[config.mk]
export PLATFORM = sky130hd
export DESIGN_NAME = maze_game_ctrl_flat
export DESIGN_NICKNAME = d
export VERILOG_FILES = /design/src/rtl/maze_game_pkg.sv /design/src/rtl/maze_game_ctrl_if.sv /design/src/rtl/maze_game_ctrl_preview_timer.sv /design/src/rtl/maze_game_ctrl.sv /design/src/flat_wrapper.sv
export SDC_FILE = /design/constraint.sdc
export NUM_CORES = 1
export LEC_CHECK = 0
export ABC_AREA = 1
export CORE_ASPECT_RATIO = 0.7
export CORE_MARGIN = 4
export CORE_UTILIZATION = 47
export CTS_CLUSTER_DIAMETER = 100
export DETAILED_ROUTE_END_ITERATION = 10
export GPL_TIMING_DRIVEN = 0
export MAX_ROUTING_LAYER = met4
export PLACE_DENSITY = 0.72
export REMOVE_ABC_BUFFERS = 1
export SYNTH_ARGS = -nofsm -noshare
export SYNTH_HDL_FRONTEND = slang
export SYNTH_SLANG_ARGS = --single-unit
[constraint.sdc]
create_clock -name clk -period 3.4 [get_ports clk]
set_clock_uncertainty 0.05 [all_clocks]
set_input_delay 0.68 -clock clk [delete_from_list [all_inputs] [get_ports clk]]
set_output_delay 0.68 -clock clk [all_outputs]
set_load 0.05 [all_outputs]
[src/rtl/maze_game_pkg.sv]
// Shared definitions for the maze-game controller: FSM state encodings, difficulty codes,
// button indices and one-hot button selections.
package maze_game_pkg;

  typedef enum logic [2:0] {
    StMenu  = 3'd0,
    StShow  = 3'd1,
    StPlay  = 3'd2,
    StCheck = 3'd3,
    StLost  = 3'd4,
    StWon   = 3'd5
  } state_e;

  localparam logic [1:0] DiffEasy = 2'd0;
  localparam logic [1:0] DiffMed  = 2'd1;
  localparam logic [1:0] DiffHard = 2'd2;

  localparam int unsigned BtnUp    = 0;
  localparam int unsigned BtnDown  = 1;
  localparam int unsigned BtnLeft  = 2;
  localparam int unsigned BtnRight = 3;

  // Winning button after priority resolution (up > down > left > right).
  localparam logic [3:0] SelNone  = 4'b0000;
  localparam logic [3:0] SelUp    = 4'b0001;
  localparam logic [3:0] SelDown  = 4'b0010;
  localparam logic [3:0] SelLeft  = 4'b0100;
  localparam logic [3:0] SelRight = 4'b1000;

  function automatic int unsigned max3(input int unsigned a, input int unsigned b,
                                       input int unsigned c);
    int unsigned m;
    m = (a > b) ? a : b;
    return (m > c) ? m : c;
  endfunction

endpackage

[src/rtl/maze_game_ctrl_if.sv]
// Controller-side bundle: button pulses and map ROM data in, ROM address, player position and
// game status out.
//   master: the controller (drives map_addr, player_x/y, game_state, difficulty, flags)
//   slave : the surrounding logic (drives SCENs, map_row)
interface maze_game_ctrl_if #(
  parameter int unsigned MAP_W = 30,
  parameter int unsigned MAP_H = 21
);
  logic [3:0]                 SCENs;
  logic [MAP_W-1:0]           map_row;
  logic [$clog2(MAP_H)-1:0]   map_addr;
  logic [$clog2(MAP_W)-1:0]   player_x;
  logic [$clog2(MAP_H)-1:0]   player_y;
  logic [2:0]                 game_state;
  logic [1:0]                 difficulty;
  logic                       map_visible;
  logic                       lost;
  logic                       won;

  modport master (
    input  SCENs, map_row,
    output map_addr, player_x, player_y, game_state, difficulty, map_visible, lost, won
  );

  modport slave (
    output SCENs, map_row,
    input  map_addr, player_x, player_y, game_state, difficulty, map_visible, lost, won
  );
endinterface

[src/rtl/maze_game_ctrl_preview_timer.sv]
// Loadable down-counter timing the map preview.
//   clk, reset : clock, synchronous active-high reset (count cleared)
//   load       : load count with value
//   value      : preview length in cycles
//   done       : high during the last counted cycle (count == 1)
module maze_game_ctrl_preview_timer #(
  parameter int unsigned CntW = 8
) (
  input  logic            clk,
  input  logic            reset,
  input  logic            load,
  input  logic [CntW-1:0] value,
  output logic            done
);
  logic [CntW-1:0] cnt_q;

  always_ff @(posedge clk) begin
    if (reset) begin
      cnt_q <= '0;
    end else if (load) begin
      cnt_q <= value;
    end else if (cnt_q != '0) begin
      cnt_q <= cnt_q - CntW'(1);
    end
  end

  assign done = (cnt_q == CntW'(1));
endmodule

[src/rtl/maze_game_ctrl.sv]
// Maze-game controller: menu with difficulty select, timed map preview, player movement,
// wall check against a 1-cycle-latency row ROM, and goal detection.
//   clk, reset : clock, synchronous active-high reset
//   bus        : maze_game_ctrl_if master (buttons/ROM data in, position/status out)
module maze_game_ctrl
  import maze_game_pkg::*;
#(
  parameter int unsigned MAP_W     = 30,
  parameter int unsigned MAP_H     = 21,
  parameter int unsigned START_X   = 0,
  parameter int unsigned START_Y   = 20,
  parameter int unsigned GOAL_X    = 29,
  parameter int unsigned GOAL_Y    = 0,
  parameter int unsigned SHOW_EASY = 50_000_000,
  parameter int unsigned SHOW_MED  = 25_000_000,
  parameter int unsigned SHOW_HARD = 10_000_000
) (
  input logic               clk,
  input logic               reset,
  maze_game_ctrl_if.master  bus
);
  localparam int unsigned XW   = $clog2(MAP_W);
  localparam int unsigned YW   = $clog2(MAP_H);
  localparam int unsigned CntW = $clog2(max3(SHOW_EASY, SHOW_MED, SHOW_HARD)) + 1;

  state_e          state_q;
  logic [1:0]      diff_q;
  logic [XW-1:0]   px_q;
  logic [YW-1:0]   py_q;
  logic [YW-1:0]   addr_q;
  logic            vis_q, lost_q, won_q;
  logic            chk_q;  // second CHECK cycle: ROM data for the new row is valid

  logic [3:0]      sel;
  logic [XW-1:0]   nx;
  logic [YW-1:0]   ny;
  logic            legal;
  logic [CntW-1:0] show_val;
  logic            start_game;
  logic            show_done;

  // Priority-resolve simultaneous pulses to a one-hot selection.
  always_comb begin
    sel           = SelNone;
    sel[BtnUp]    = bus.SCENs[BtnUp];
    sel[BtnDown]  = bus.SCENs[BtnDown] & ~bus.SCENs[BtnUp];
    sel[BtnLeft]  = bus.SCENs[BtnLeft] & ~(|bus.SCENs[1:0]);
    sel[BtnRight] = bus.SCENs[BtnRight] & ~(|bus.SCENs[2:0]);
  end

  // Candidate position; edge checks done on the current position so nothing wraps.
  always_comb begin
    nx    = px_q;
    ny    = py_q;
    legal = 1'b0;
    unique case (sel)
      SelUp: begin
        legal = (py_q != '0);
        ny    = py_q - YW'(1);
      end
      SelDown: begin
        legal = (py_q != YW'(MAP_H - 1));
        ny    = py_q + YW'(1);
      end
      SelLeft: begin
        legal = (px_q != '0);
        nx    = px_q - XW'(1);
      end
      SelRight: begin
        legal = (px_q != XW'(MAP_W - 1));
        nx    = px_q + XW'(1);
      end
      default: ;
    endcase
  end

  always_comb begin
    case (diff_q)
      DiffMed:  show_val = CntW'(SHOW_MED);
      DiffHard: show_val = CntW'(SHOW_HARD);
      default:  show_val = CntW'(SHOW_EASY);
    endcase
  end

  assign start_game = (state_q == StMenu) && (sel == SelRight);

  maze_game_ctrl_preview_timer #(
    .CntW (CntW)
  ) u_timer (
    .clk   (clk),
    .reset (reset),
    .load  (start_game),
    .value (show_val),
    .done  (show_done)
  );

  always_ff @(posedge clk) begin
    if (reset) begin
      state_q <= StMenu;
      diff_q  <= DiffEasy;
      px_q    <= XW'(START_X);
      py_q    <= YW'(START_Y);
      addr_q  <= YW'(START_Y);
      vis_q   <= 1'b0;
      lost_q  <= 1'b0;
      won_q   <= 1'b0;
      chk_q   <= 1'b0;
    end else begin
      unique case (state_q)
        StMenu: begin
          if (sel == SelUp && diff_q != DiffEasy) begin
            diff_q <= diff_q - 2'd1;
          end else if (sel == SelDown && diff_q != DiffHard) begin
            diff_q <= diff_q + 2'd1;
          end else if (start_game) begin
            state_q <= StShow;
            px_q    <= XW'(START_X);
            py_q    <= YW'(START_Y);
            addr_q  <= YW'(START_Y);
            lost_q  <= 1'b0;
            won_q   <= 1'b0;
            vis_q   <= 1'b1;
          end
        end
        StShow: begin
          if (show_done) begin
            state_q <= StPlay;
            vis_q   <= 1'b0;
          end
        end
        StPlay: begin
          if (legal) begin
            px_q    <= nx;
            py_q    <= ny;
            addr_q  <= ny;
            chk_q   <= 1'b0;
            state_q <= StCheck;
          end
        end
        StCheck: begin
          if (!chk_q) begin
            chk_q <= 1'b1;
          end else begin
            chk_q <= 1'b0;
            // Wall wins over goal if the map marks the goal as a wall.
            if (bus.map_row[px_q]) begin
              state_q <= StLost;
              lost_q  <= 1'b1;
              vis_q   <= 1'b1;
            end else if (px_q == XW'(GOAL_X) && py_q == YW'(GOAL_Y)) begin
              state_q <= StWon;
              won_q   <= 1'b1;
              vis_q   <= 1'b1;
            end else begin
              state_q <= StPlay;
            end
          end
        end
        StLost, StWon: begin
          if (|bus.SCENs) begin
            state_q <= StMenu;
            vis_q   <= 1'b0;
          end
        end
        default: state_q <= StMenu;
      endcase
    end
  end

  assign bus.map_addr    = addr_q;
  assign bus.player_x    = px_q;
  assign bus.player_y    = py_q;
  assign bus.game_state  = state_q;
  assign bus.difficulty  = diff_q;
  assign bus.map_visible = vis_q;
  assign bus.lost        = lost_q;
  assign bus.won         = won_q;
endmodule

[src/flat_wrapper.sv]
// flat-port wrapper written by rule: the top's interface ports become plain ports
module maze_game_ctrl_flat import maze_game_pkg::*;
#(
  parameter int unsigned MAP_W     = 30,
  parameter int unsigned MAP_H     = 21,
  parameter int unsigned START_X   = 0,
  parameter int unsigned START_Y   = 20,
  parameter int unsigned GOAL_X    = 29,
  parameter int unsigned GOAL_Y    = 0,
  parameter int unsigned SHOW_EASY = 50_000_000,
  parameter int unsigned SHOW_MED  = 25_000_000,
  parameter int unsigned SHOW_HARD = 10_000_000
)
  (clk, reset, bus_SCENs, bus_map_row, bus_map_addr, bus_player_x, bus_player_y, bus_game_state, bus_difficulty, bus_map_visible, bus_lost, bus_won);
  maze_game_ctrl_if #(.MAP_W(MAP_W), .MAP_H(MAP_H)) bus_i ();
  input logic clk;
  input logic reset;
  input wire logic [$bits(bus_i.SCENs)-1:0] bus_SCENs;
  input wire logic [$bits(bus_i.map_row)-1:0] bus_map_row;
  output wire logic [$bits(bus_i.map_addr)-1:0] bus_map_addr;
  output wire logic [$bits(bus_i.player_x)-1:0] bus_player_x;
  output wire logic [$bits(bus_i.player_y)-1:0] bus_player_y;
  output wire logic [$bits(bus_i.game_state)-1:0] bus_game_state;
  output wire logic [$bits(bus_i.difficulty)-1:0] bus_difficulty;
  output wire logic [$bits(bus_i.map_visible)-1:0] bus_map_visible;
  output wire logic [$bits(bus_i.lost)-1:0] bus_lost;
  output wire logic [$bits(bus_i.won)-1:0] bus_won;
  assign bus_i.SCENs = bus_SCENs;
  assign bus_i.map_row = bus_map_row;
  assign bus_map_addr = bus_i.map_addr;
  assign bus_player_x = bus_i.player_x;
  assign bus_player_y = bus_i.player_y;
  assign bus_game_state = bus_i.game_state;
  assign bus_difficulty = bus_i.difficulty;
  assign bus_map_visible = bus_i.map_visible;
  assign bus_lost = bus_i.lost;
  assign bus_won = bus_i.won;
  maze_game_ctrl #(.MAP_W(MAP_W), .MAP_H(MAP_H), .START_X(START_X), .START_Y(START_Y), .GOAL_X(GOAL_X), .GOAL_Y(GOAL_Y), .SHOW_EASY(SHOW_EASY), .SHOW_MED(SHOW_MED), .SHOW_HARD(SHOW_HARD)) u_core (.clk(clk), .reset(reset), .bus(bus_i));
endmodule
==> metrics.cfg <==
[status]
run_status = finished, final reports clean

[clock_tree]
cts.clk_slew.worst_paths_ns = 0.09
cts_resized = 0
postCtsSetupBuffers = 0
clock_path_buffers = 2
clock_latency_reported_for_the_late_side_of_the_worst_skew_pair_ns = 0.30
cts_inserted_buffers = 5
h_tree_depth = 2
clock_tree_from_tritoncts = built
clock-sinks = 46
clk_root_buffer_cell = clkbuf_8
holdBufCountCts = 0

[floorplan]
design.die.area_um2 = 8880
core-area_um2 = 6980
start_util_pct = 50.0
die_h_um = 80.0
rows = 25
die_w_um = 111
ioPinCount = 59

[detailed_routing]
detail_route.iter0.violations = 287
route.met2.wl_mm = 3.80
via_count = 3394
highest_metal_used = met4
first_pass_detailed_route_iteration_total = 4
wl_met3_um = 440
drc = 0
detailed_route_wire_length_per_cell_um = 13.3
routed_wl_mm = 8.97
drtAntennaViolNets = 0
viasPerCell = 5.03
met1_length_mm = 4.68

[sta]
slew_headroom_pct = 46.7
finalHoldViolations = 0
min_period_over_period_pct = 83.0
final-setup-viol-count = 0
clock.fmax_mhz = 354
final.setup.tns_ns = 0
rsz0062_at_grt = false
min_period_ns = 2.82
worst_slew_pin_slew_ns = 0.798
timing_max_transition_violations_final = 0

[synth]
async_reset_ff_share_pct = 0
yosysSeqAreaShare_pct = 26.4
synth_flop_cell = dfxtp_1
synth_warnings = 0
ys_types = 41
synth-seq-cells = 46
synthesis.area_um2 = 3480
synth.avg_cell_area_um2 = 6.57
netlist_instances = 530
synth_enable_flop_cells = 0

[worst_hold_path]
hold_path_class = register to register

[setup_path]
worst_path_max_delay_cell = clkdlybuf4s50_1
crit_path_cell_trace = clkdlybuf4s50_1
timing.critical_path.required_ns = 2.67
cp_num_buf_inv = 1
max_stage_delay_ns = 0.94
setup.worst_path.start_class = register
endpoint_kind = primary output
timing.critical_path.max_delay_family = buffers and inverters
critPathKind = register to primary output
timing.critical_path.fanout_max = 18
arrival_ns = 2.09

[cells_and_area]
finish.net_count = 631
post_route_cells_drive_above_1_share_pct = 10.2
num_antenna_cells = 0
finish.cell_count_without_fillers = 675
area_growth_pct = 21.3

[placement]
port_buffers = 58
routabilityCongestion = 0.906
post-place-cells = 667
detailedPlacementHpwl_mm = 7.01

[pwr]
vdd_ir_drop_max_v = 0.000414
power.density_nw_per_um2 = 798
static-leakage-power_nw = 1.89

[job]
cap_viol_max_count = 0

[global_routing]
first_global_vias = 3150
global_route_wire_length_before_repair_mm = 15.1
grt_max_degree = 22
total_gr_overflow = 0
gr-usage-all-layers_pct = 21.2
number_of_antenna_violations_at_the_first_check_in_global_routing = 0

[routing by layer]
layer,vias up,global-route usage (%)
li1,1768,-
met1,1557,30.2
met2,64,31.8
met3,5,4.02
met4,0,3.69
met5,-,-
[metrics by stage]
step | worst slack [ns] | instance area, um^2 | util [%] | power (mW) | hold WS [ns]
2_1_floorplan | 0.965 | 3390 | - | 2.38 | 0.383
3_3_place_gp | 0.422 | 4090 | 58.6 | 2.80 | 0.392
6_report | 0.577 | 4230 | 60.6 | 3.37 | 0.410
3_5_place_dp | 0.404 | 4090 | 58.6 | 2.84 | 0.405
5_1_grt | 0.506 | 4230 | 60.6 | 3.68 | 0.434
4_1_cts | 0.567 | 4230 | 60.6 | 3.36 | 0.418
[final timing paths]
kind	start	to	slack (ns)	cells after the start
max	u_core.bus.player_x[0]	bus_player_x[0]	0.58	1
min	u_core.bus.won	u_core.bus.won	0.41	2
max reg2reg	u_core.bus.player_x[0]	u_core.bus.player_y[0]	1.02	11
min reg2reg	u_core.bus.won	u_core.bus.won	0.41	2
[cell usage after synthesis (all sizes together) (2+ instances only)]
| library cell | count | share of area (%) |
|---|---|---|
| nor2 | 91 | 14 |
| xnor2 | 9 | 2.3 |
| ha | 13 | 4.7 |
| a21oi | 48 | 6.9 |
| nand3 | 44 | 7.1 |
| xor2 | 11 | 2.8 |
| o21a | 2 | 0.43 |
| nor3b | 2 | 0.57 |
| o21ai | 17 | 2.4 |
| or2 | 5 | 0.90 |
| nor3 | 8 | 1.3 |
| nand2 | 129 | 15 |
| dfxtp | 46 | 26 |
| nand4 | 4 | 0.90 |
| a31oi | 2 | 0.36 |
| clkbuf | 4 | 0.47 |
| inv | 77 | 8.4 |
| buf | 11 | 2.3 |
| fa | 2 | 1.1 |
[cells in the final DEF (no fill, tap or decap), types with 2 or more instances in the layout]
cell type          n
inv_2             10
clkdlybuf4s50_1   58
xor2_1            11
inv_1             65
inv_4              2
nand2_1          122
o21ai_0           10
nand4_1            3
nand3_1           40
bufinv_16          2
xnor2_1            9
nor2_4            10
or2_2              3
nor3_1             7
ha_1              13
fa_1               2
o21a_1             2
dfxtp_1           46
nor2_1            71
nor2_8             4
o21ai_1            7
nand2_2            4
or2_0              2
a31oi_1            2
nand3_2            3
a21oi_1           48
clkbuf_8           6
nand2_4            3
nor2_2             6
[where the power goes]
group / total (mW) / internal, mW / switching (mW)
registers: 0.892 / 0.703 / 0.189
clock network: 0.512 / 0.314 / 0.198
logic: 1.97 / 0.721 / 1.25
total: 3.37 / 1.74 / 1.63
[layout make-up]
class	instances	area [um^2]
inverter	77	294
multi-input combinational	392	2170
clock buffer	6	82.6
fill	673	2750
timing repair buffer	58	581
tap	94	118
clock inverter	2	60.1
sequential	46	921
[registers in the layout, indices dropped and copies added (netlist names)]
signal	flops
u_core.bus.player_x	5
u_core.bus.lost	1
u_core.bus.map_visible	1
u_core.bus.player_y	5
u_core.bus.game_state	3
u_core.bus.won	1
u_core.bus.difficulty	2
u_core.chk_q	1
u_core.u_timer.cnt_q	27
[kinds of logic (layout without fill, tap and decap cells)]
| kind of cell | Yosys count | count (layout) | synth area share [%] |
|---|---|---|---|
| AND/OR/NAND/NOR | 285 | 285 | 40.6 |
| flip-flops | 46 | 46 | 26.4 |
| AO/OA/AOI/OAI | 72 | 72 | 10.9 |
| XOR/XNOR | 20 | 20 | 5.03 |
| adder cells (fa/ha/maj) | 15 | 15 | 5.82 |
| buffers and inverters | 92 | 143 | 11.2 |
(Power assumes the default switching activity.)
